==> config.mk <==
export PLATFORM = sky130hd
export DESIGN_NAME = div_issue_ctrl_flat
export DESIGN_NICKNAME = d
export VERILOG_FILES = /design/src/rtl/div_issue_ctrl_pkg.sv /design/src/rtl/div_issue_ctrl_if.sv /design/src/rtl/div_result_cache.sv /design/src/rtl/div_issue_ctrl.sv /design/src/flat_wrapper.sv
export SDC_FILE = /design/constraint.sdc
export NUM_CORES = 1
export LEC_CHECK = 0
export BUFFER_PORTS_ARGS = -buffer_cell sky130_fd_sc_hd__buf_2
export CAP_MARGIN = 20
export CORE_ASPECT_RATIO = 1.1
export CORE_UTILIZATION = 49
export CTS_CLUSTER_SIZE = 24
export DETAILED_ROUTE_END_ITERATION = 6
export PLACE_DENSITY = 0.85
export RECOVER_POWER = 100
export SYNTH_ARGS = -nofsm -noshare
export SYNTH_HDL_FRONTEND = slang
export SYNTH_SLANG_ARGS = --single-unit
==> constraint.sdc <==
create_clock -name clk -period 1.95 [get_ports clk]
set_input_delay 0.195 -clock clk [delete_from_list [all_inputs] [get_ports clk]]
set_output_delay 0.195 -clock clk [all_outputs]
set_load 0.005 [all_outputs]
==> src/rtl/div_issue_ctrl_pkg.sv <==
// Shared types and constants for the divider issue controller.
// Field indices describe the {remainder, quotient} result word at the native width.
package div_pkg;

  typedef enum logic [1:0] {IDLE, BUSY, DONE, DRAIN} div_state_e;

  localparam int DIV_W            = 32;
  localparam int REM_HI           = 63;
  localparam int REM_LO           = 32;
  localparam int QUO_HI           = 31;
  localparam int QUO_LO           = 0;
  localparam int DRAIN_CYCLES_DEF = 2;

endpackage

==> src/rtl/div_issue_ctrl_if.sv <==
// Handshake between the issue controller (master) and the iterative divider (slave).
interface div_issue_ctrl_if import div_pkg::*; #(parameter int DATA_W = DIV_W);

  logic                  start;
  logic                  annul;
  logic                  is_signed;
  logic [DATA_W-1:0]     op1;
  logic [DATA_W-1:0]     op2;
  logic [2*DATA_W-1:0]   result;
  logic                  ready;

  modport master (output start, annul, is_signed, op1, op2, input result, ready);
  modport slave  (input start, annul, is_signed, op1, op2, output result, ready);

endinterface

==> src/rtl/div_result_cache.sv <==
// One-entry result cache keyed on {signed, op1, op2}; only built with DIV_RESULT_CACHE_EN.
module div_result_cache import div_pkg::*; #(
  parameter int DATA_W = DIV_W
) (
  input  logic              clk,
  input  logic              rst,
  input  logic              wr_en,
  input  logic              wr_signed,
  input  logic [DATA_W-1:0] wr_op1,
  input  logic [DATA_W-1:0] wr_op2,
  input  logic [DATA_W-1:0] wr_hi,
  input  logic [DATA_W-1:0] wr_lo,
  input  logic              rd_signed,
  input  logic [DATA_W-1:0] rd_op1,
  input  logic [DATA_W-1:0] rd_op2,
  output logic              hit,
  output logic [DATA_W-1:0] rd_hi,
  output logic [DATA_W-1:0] rd_lo
);

  logic              valid_q;
  logic              signed_q;
  logic [DATA_W-1:0] op1_q;
  logic [DATA_W-1:0] op2_q;
  logic [DATA_W-1:0] hi_q;
  logic [DATA_W-1:0] lo_q;

  always_ff @(posedge clk) begin
    if (!rst) begin
      valid_q  <= 1'b0;
      signed_q <= 1'b0;
      op1_q    <= '0;
      op2_q    <= '0;
      hi_q     <= '0;
      lo_q     <= '0;
    end else if (wr_en) begin
      valid_q  <= 1'b1;
      signed_q <= wr_signed;
      op1_q    <= wr_op1;
      op2_q    <= wr_op2;
      hi_q     <= wr_hi;
      lo_q     <= wr_lo;
    end
  end

  assign hit   = valid_q && (signed_q == rd_signed) && (op1_q == rd_op1) && (op2_q == rd_op2);
  assign rd_hi = hi_q;
  assign rd_lo = lo_q;

endmodule

==> src/rtl/div_issue_ctrl.sv <==
// EX-stage issue controller for the iterative divider: latches operands, stalls until ready,
// captures HI/LO, releases the divider and drains it after a flush. Optional: DIV_RESULT_CACHE_EN.
module div_issue_ctrl import div_pkg::*; #(
  parameter int DATA_W       = DIV_W,
  parameter int DRAIN_CYCLES = DRAIN_CYCLES_DEF
) (
  input  logic              clk,
  input  logic              rst,
  input  logic              ex_div_valid_i,
  input  logic              ex_div_signed_i,
  input  logic [DATA_W-1:0] ex_op1_i,
  input  logic [DATA_W-1:0] ex_op2_i,
  input  logic              ex_stall_i,
  input  logic              flush_i,
  output logic              stall_o,
  output logic              result_valid_o,
  output logic [DATA_W-1:0] hi_o,
  output logic [DATA_W-1:0] lo_o,
  div_issue_ctrl_if.master  div
);

  localparam int               CNT_W      = (DRAIN_CYCLES > 1) ? $clog2(DRAIN_CYCLES) : 1;
  localparam logic [CNT_W-1:0] DRAIN_LOAD = CNT_W'(DRAIN_CYCLES - 1);

  div_state_e        state_q, state_d;
  logic              signed_q;
  logic [DATA_W-1:0] op1_q, op2_q;
  logic [DATA_W-1:0] hi_q, lo_q;
  logic [CNT_W-1:0]  cnt_q;

  logic              issue, capture, load_hit, cache_hit;
  logic              stall_c, start_c, annul_c, valid_c;
  logic [DATA_W-1:0] rem_w, quo_w, cache_hi, cache_lo;

  if (DATA_W == DIV_W) begin : g_pkg_fields
    assign rem_w = div.result[REM_HI:REM_LO];
    assign quo_w = div.result[QUO_HI:QUO_LO];
  end else begin : g_param_fields
    assign rem_w = div.result[2*DATA_W-1:DATA_W];
    assign quo_w = div.result[DATA_W-1:0];
  end

  assign issue    = ex_div_valid_i && !flush_i;
  assign capture  = (state_q == BUSY) && div.ready && !flush_i;
  assign load_hit = (state_q == IDLE) && issue && cache_hit;

`ifdef DIV_RESULT_CACHE_EN
  div_result_cache #(.DATA_W(DATA_W)) u_cache (
    .clk       (clk),
    .rst       (rst),
    .wr_en     (capture),
    .wr_signed (signed_q),
    .wr_op1    (op1_q),
    .wr_op2    (op2_q),
    .wr_hi     (rem_w),
    .wr_lo     (quo_w),
    .rd_signed (ex_div_signed_i),
    .rd_op1    (ex_op1_i),
    .rd_op2    (ex_op2_i),
    .hit       (cache_hit),
    .rd_hi     (cache_hi),
    .rd_lo     (cache_lo)
  );
`else
  assign cache_hit = 1'b0;
  assign cache_hi  = '0;
  assign cache_lo  = '0;
`endif

  always_comb begin
    state_d = state_q;
    stall_c = 1'b0;
    start_c = 1'b0;
    annul_c = 1'b0;
    valid_c = 1'b0;
    case (state_q)
      IDLE: begin
        stall_c = issue;
        if (issue) state_d = cache_hit ? DONE : BUSY;
      end
      BUSY: begin
        start_c = 1'b1;
        stall_c = 1'b1;
        // flush has priority over a ready arriving in the same cycle
        if (flush_i) begin
          annul_c = 1'b1;
          state_d = DRAIN;
        end else if (div.ready) begin
          state_d = DONE;
        end
      end
      DONE: begin
        valid_c = 1'b1;
        if (flush_i || !ex_stall_i) state_d = IDLE;
      end
      DRAIN: begin
        if (cnt_q == '0) state_d = IDLE;
      end
      default: state_d = IDLE;
    endcase
  end

  always_ff @(posedge clk) begin
    if (!rst) begin
      state_q  <= IDLE;
      signed_q <= 1'b0;
      op1_q    <= '0;
      op2_q    <= '0;
      hi_q     <= '0;
      lo_q     <= '0;
      cnt_q    <= '0;
    end else begin
      state_q <= state_d;
      if (state_q == IDLE && issue) begin
        signed_q <= ex_div_signed_i;
        op1_q    <= ex_op1_i;
        op2_q    <= ex_op2_i;
      end
      if (capture) begin
        hi_q <= rem_w;
        lo_q <= quo_w;
      end else if (load_hit) begin
        hi_q <= cache_hi;
        lo_q <= cache_lo;
      end
      // counter is loaded on the abort edge so DRAIN lasts exactly DRAIN_CYCLES cycles
      if (state_q == BUSY && flush_i) cnt_q <= DRAIN_LOAD;
      else if (state_q == DRAIN && cnt_q != '0) cnt_q <= cnt_q - 1'b1;
    end
  end

  assign stall_o        = stall_c;
  assign result_valid_o = valid_c;
  assign hi_o           = hi_q;
  assign lo_o           = lo_q;
  assign div.start      = start_c;
  assign div.annul      = annul_c;
  assign div.is_signed  = signed_q;
  assign div.op1        = op1_q;
  assign div.op2        = op2_q;

endmodule
==> src/flat_wrapper.sv <==
// flat-port wrapper written by rule: the top's interface ports become plain ports
module div_issue_ctrl_flat import div_pkg::*;
#(
  parameter int DATA_W       = DIV_W,
  parameter int DRAIN_CYCLES = DRAIN_CYCLES_DEF
)
  (clk, rst, ex_div_valid_i, ex_div_signed_i, ex_op1_i, ex_op2_i, ex_stall_i, flush_i, stall_o, result_valid_o, hi_o, lo_o, div_start, div_annul, div_is_signed, div_op1, div_op2, div_result, div_ready);
  div_issue_ctrl_if #(.DATA_W(DATA_W)) div_i ();
  input  logic clk;
  input  logic rst;
  input  logic ex_div_valid_i;
  input  logic ex_div_signed_i;
  input  logic [DATA_W-1:0] ex_op1_i;
  input  logic [DATA_W-1:0] ex_op2_i;
  input  logic ex_stall_i;
  input  logic flush_i;
  output logic stall_o;
  output logic result_valid_o;
  output logic [DATA_W-1:0] hi_o;
  output logic [DATA_W-1:0] lo_o;
  output wire logic [$bits(div_i.start)-1:0] div_start;
  output wire logic [$bits(div_i.annul)-1:0] div_annul;
  output wire logic [$bits(div_i.is_signed)-1:0] div_is_signed;
  output wire logic [$bits(div_i.op1)-1:0] div_op1;
  output wire logic [$bits(div_i.op2)-1:0] div_op2;
  input wire logic [$bits(div_i.result)-1:0] div_result;
  input wire logic [$bits(div_i.ready)-1:0] div_ready;
  assign div_start = div_i.start;
  assign div_annul = div_i.annul;
  assign div_is_signed = div_i.is_signed;
  assign div_op1 = div_i.op1;
  assign div_op2 = div_i.op2;
  assign div_i.result = div_result;
  assign div_i.ready = div_ready;
  div_issue_ctrl #(.DATA_W(DATA_W), .DRAIN_CYCLES(DRAIN_CYCLES)) u_core (.clk(clk), .rst(rst), .ex_div_valid_i(ex_div_valid_i), .ex_div_signed_i(ex_div_signed_i), .ex_op1_i(ex_op1_i), .ex_op2_i(ex_op2_i), .ex_stall_i(ex_stall_i), .flush_i(flush_i), .stall_o(stall_o), .result_valid_o(result_valid_o), .hi_o(hi_o), .lo_o(lo_o), .div(div_i));
endmodule
Word-level counts from Yosys, hierarchy flattened
Cells that the tools add are included.
Widths: inputs -> output; s select.
- output and inout port bits: 133
- register bits after elaboration: 132
- word-level logic and storage cells: 40
- bits of input ports: 135
- add/subtract/negate cells: 1
- reduce and logical (&&, ||, !) cells: 12
- multiplexer cells: 13
- equal/unequal tests: 7
- operators with widths (operator ; number):
    $mux 2 ; 5
    $pmux 2 s4 ; 1
    $logic_and 1x1->1 ; 6
    $mux 1 ; 6
    $eq 2x2->1 const B ; 2
    $ne 2x1->1 const B ; 2
    $reduce_and 4->1 ; 1
    $ne 3x3->1 const B ; 1
    $eq 2x1->1 const B ; 1
    $logic_not 1->1 ; 2
    $logic_not 2->1 ; 1
    $ne 2x2->1 const B ; 1
    $pmux 1 s2 ; 1
    $reduce_bool 2->1 ; 1
    $logic_or 1x1->1 ; 1
    $sub 1x1->1 const B ; 1

Longest topological paths before layout
- depth after elaboration: 4
- mapped depth: 5
- depth with buffers taken out: 3

Least setup slack after synthesis
Ideal clock, no wire load.
- path kind: reg2reg
- start point: reg u_core.state_q[1]
- end point: reg u_core.op1_q[12], in the netlist u_core.div.op1[12]
- slack: 0.681 ns
- path buffers: 2
- data required time: 1.878 ns
- cell stages (with the launch flop): 5
- clock period less this slack: 1.269 ns
- arrival time: 1.198 ns
- setup time: 0.072 ns
- cell sequence: dfxtp_1 > nor4b_2 > buf_6 > buf_8 > mux2i_1
- longest elaborated chain between the ends: 2
- ends and longest elaborated chain (element ; line ; source):
    start, declared ; div_issue_ctrl.sv:25 ; div_state_e state_q, state_d;
    start signal, assigned ; div_issue_ctrl.sv:113 ; state_q <= state_d;
    $logic_not 2->1 ; n/a ;
    $logic_and 1x1->1 ; n/a ;
    end signal, assigned ; div_issue_ctrl.sv:116 ; op1_q <= ex_op1_i;
    end, declared ; div_issue_ctrl.sv:27 ; logic [DATA_W-1:0] op1_q, op2_q;
No other way between the ends.
A chain may end at the register's enable or synchronous reset.

Final worst setup path
- start point: reg u_core.state_q[0]
- end point: reg u_core.hi_q[16], in the netlist u_core.hi_o[16]
- longest elaborated chain between the ends: 3
- ends and longest elaborated chain (element ; line ; source):
    $eq 2x1->1 ; div_issue_ctrl.sv:44 ; assign capture = (state_q == BUSY) && div.ready && !flush_i;
    $logic_and 1x1->1 (2 in series) ; div_issue_ctrl.sv:44 ;
    end signal, assigned ; div_issue_ctrl.sv:120 ; hi_q <= rem_w;
    end signal, assigned ; div_issue_ctrl.sv:123 ; hi_q <= cache_hi;
    end, declared ; div_issue_ctrl.sv:28 ; logic [DATA_W-1:0] hi_q, lo_q;
No other way between the ends.

==> results.md <==
* Status: finished clean
* DRC at 0
* Final HPWL DP at 8940 um
* Hold crit path type: primary input to flop
* M1 GR Usage at 24.3%
* Post-route ant nets at 0
* Max Cap Violations at 0
* Peak VDD IR at 0.492 mV
* Leading area contributor after synthesis: dfxtp_1
* WS Path Type: flop to flop
* Leak at 3.20 nW
* Total core area at 10500 um2
* Number of I/O pins at 268
* GPL Wtd Cong at 0.759
* Final Hold Fails at 0
* Syn nets at 717
* CTS tree: yes
* Routed WL at 12700 um
* CP required at 2.28 ns
* Total grt overflow at 0
* Sequential cell area fraction in the yosys report at 49.4%
* Minimum period implied by the final worst setup slack at 1.66 ns
* Die area at 11300 um2
* Setup crit end kind: flop
* Non-Filler Instances at 991
* Cts repair resizes at 0
* Fin. max-slew vios at 0
* Chip width at 102 um
* First-pass GRT wire length at 19900 um
* Crit Path Max Fanout at 16
* Cts hold-fix bufs at 0
* Mapped cell area at 5340 um2
* Htree depth at 4
* TritonCTS buffer count at 17
* Yosys warns at 0
* Yosys reg bits at 132
* # placed instances at 960
* Area delta synth->final at 35.3%
* Clock Sinks at 132
* Slew @ Worst Pin at 0.451 ns
* Period utilization at 85.3%
* Worst Path Arrival at 1.99 ns
* CTS max path bufs at 2
* Clock root buffer: clkbuf_16
* Largest net degree at the start of global routing at 67
* Power per cell area at 929 nW/um2
* Drt via density at 4.75
* Layout Nets at 971
* Final core utilization at 68.9%
* Clock insertion delay at the later pin of the skew report at 0.40 ns
* First drt pass iteration count at 4
* Avg Synthesized Cell Area at 9.18 um2
* Final setup vio count at 0
* Initial antenna violation count at 0
* Commonest cells after routing, fill and taps aside: 259 x nand2_1, 198 x buf_2, 132 x dfxtp_1, 129 x mux2i_1, 69 x clkbuf_1
* GR Layer Usage met3 at 8.66%
* Post-Syn Instances at 582
* DIE HEIGHT at 112 um
* Initial DRC Count at 150
* Global route hottest layer: met2
* Drt wl/cell at 12.8 um
* Overall power at 0.00672 W
* RSZ-0062 raised after global routing: no
* Overall fraction of global-route tracks in use at 22.3%
* Synth top area share at 49.4%
* Rows at 39
* Initial Util at 50.9%
* Setup TNS at 0 ns
* CTS clock-pin slew for the worst setup and hold paths at 0.06 ns
* Synth unique cells at 24
* Number of port buffers at 267
* Dominant cells by area after synthesis: dfxtp_1 49%, mux2i_1 24%, nand2_1 18%
* Post-CTS setup repair buffer count at 0
* Global routing usage on met2 at 38.9%
* Share of cells above drive strength 1 at 28.8%
* Ant diodes at 0
* Number of global-route vias before repair at 4363
* Vias at 4707
* Clock skew at 0.00690 ns
* Fmax at 601 MHz
* Slew headroom at 69.9%
* CP startpoint kind: flop
* Most common cell after layout, fill and taps aside: nand2_1
## worst paths after layout
check / from / endpoint / slack (ns) / cells past startpoint
setup / recovery: u_core.state_q[0]$_SDFFE_PN0P_ / u_core.hi_o[16]$_SDFFE_PN0P_ / 0.29 / 3
hold / removal: div_result[38] / u_core.hi_o[6]$_SDFFE_PN0P_ / 0.03 / 3
setup reg to reg: u_core.state_q[0]$_SDFFE_PN0P_ / u_core.hi_o[16]$_SDFFE_PN0P_ / 0.29 / 3
hold reg to reg: u_core.div.op2[17]$_SDFFE_PN0P_ / u_core.div.op2[17]$_SDFFE_PN0P_ / 0.45 / 2
## worst max-delay path: stages, from the launching register on
cell      delay (ns)
dfxtp_1         0.54
and4bb_4        0.49
clkbuf_2        0.33
mux2i_1         0.23
## Yosys cell counts (all sizes together)
| cell | n |
|---|---|
| nand2 | 259 |
| dfxtp | 132 |
| mux2i | 129 |
| buf | 22 |
| clkbuf | 22 |
| inv | 3 |
| or3b | 2 |
| a211oi | 1 |
| a21boi | 1 |
| a21oi | 1 |
| a221oi | 1 |
| a311oi | 1 |
| and2 | 1 |
| and4bb | 1 |
| nand2b | 1 |
| nor2 | 1 |
| nor2b | 1 |
| nor4b | 1 |
| o21a | 1 |
| o21ai | 1 |
## flip-flops by register name (all words and copies together) (netlist names)
register and flops:
u_core.div.op1 32, u_core.div.op2 32, u_core.hi_o 32, u_core.lo_o 32
u_core.state_q 2, u_core.cnt_q 1, u_core.div.is_signed 1
## cell type report
class / instances / area [um2]
inverters: 3 / 11.3
flip-flops and latches: 132 / 2640
fillers: 868 / 3260
well taps: 143 / 179
repair buffers: 279 / 1400
multi-input cells: 403 / 2390
clock buffers: 22 / 474
clock inverters: 9 / 128
## metrics by stage
step                      cell area (um2)  hold WS (ns)  setup WS, ns
after floorplan                      5340         0.337         0.681
after global placement               6720         0.439         0.395
after detailed placement             6720         0.444         0.338
after CTS                            7320        0.0173         0.318
after global routing                 7230        0.0223         0.141
final                                7230        0.0338         0.287
## report_power, final
| group | total (W) | switching [W] | internal [W] |
|---|---|---|---|
| clock network | 0.00321 | 0.00111 | 0.00210 |
| logic | 0.000642 | 0.000326 | 0.000316 |
| registers | 0.00287 | 0.0000627 | 0.00281 |
## routing by layer
layer | wire (um) | vias up
met5 | 0 | -
met3 | 1140 | 14
met4 | 139 | 0
met2 | 6230 | 190
met1 | 5150 | 2115
li1 | - | 2388
## cells by family (layout without fill, tap and decap cells)
logic type             after synthesis  in the layout  share of synthesized area (%)
and+or+nand+nor                    267            267                           19.5
DFF                                132            132                           49.4
muxes                              129            129                           24.2
buffers and inverters               47            313                           5.99
AOI/OAI and AO/OA                    7              7                          0.937
No activity file was read; power rests on OpenSTA's default activity.
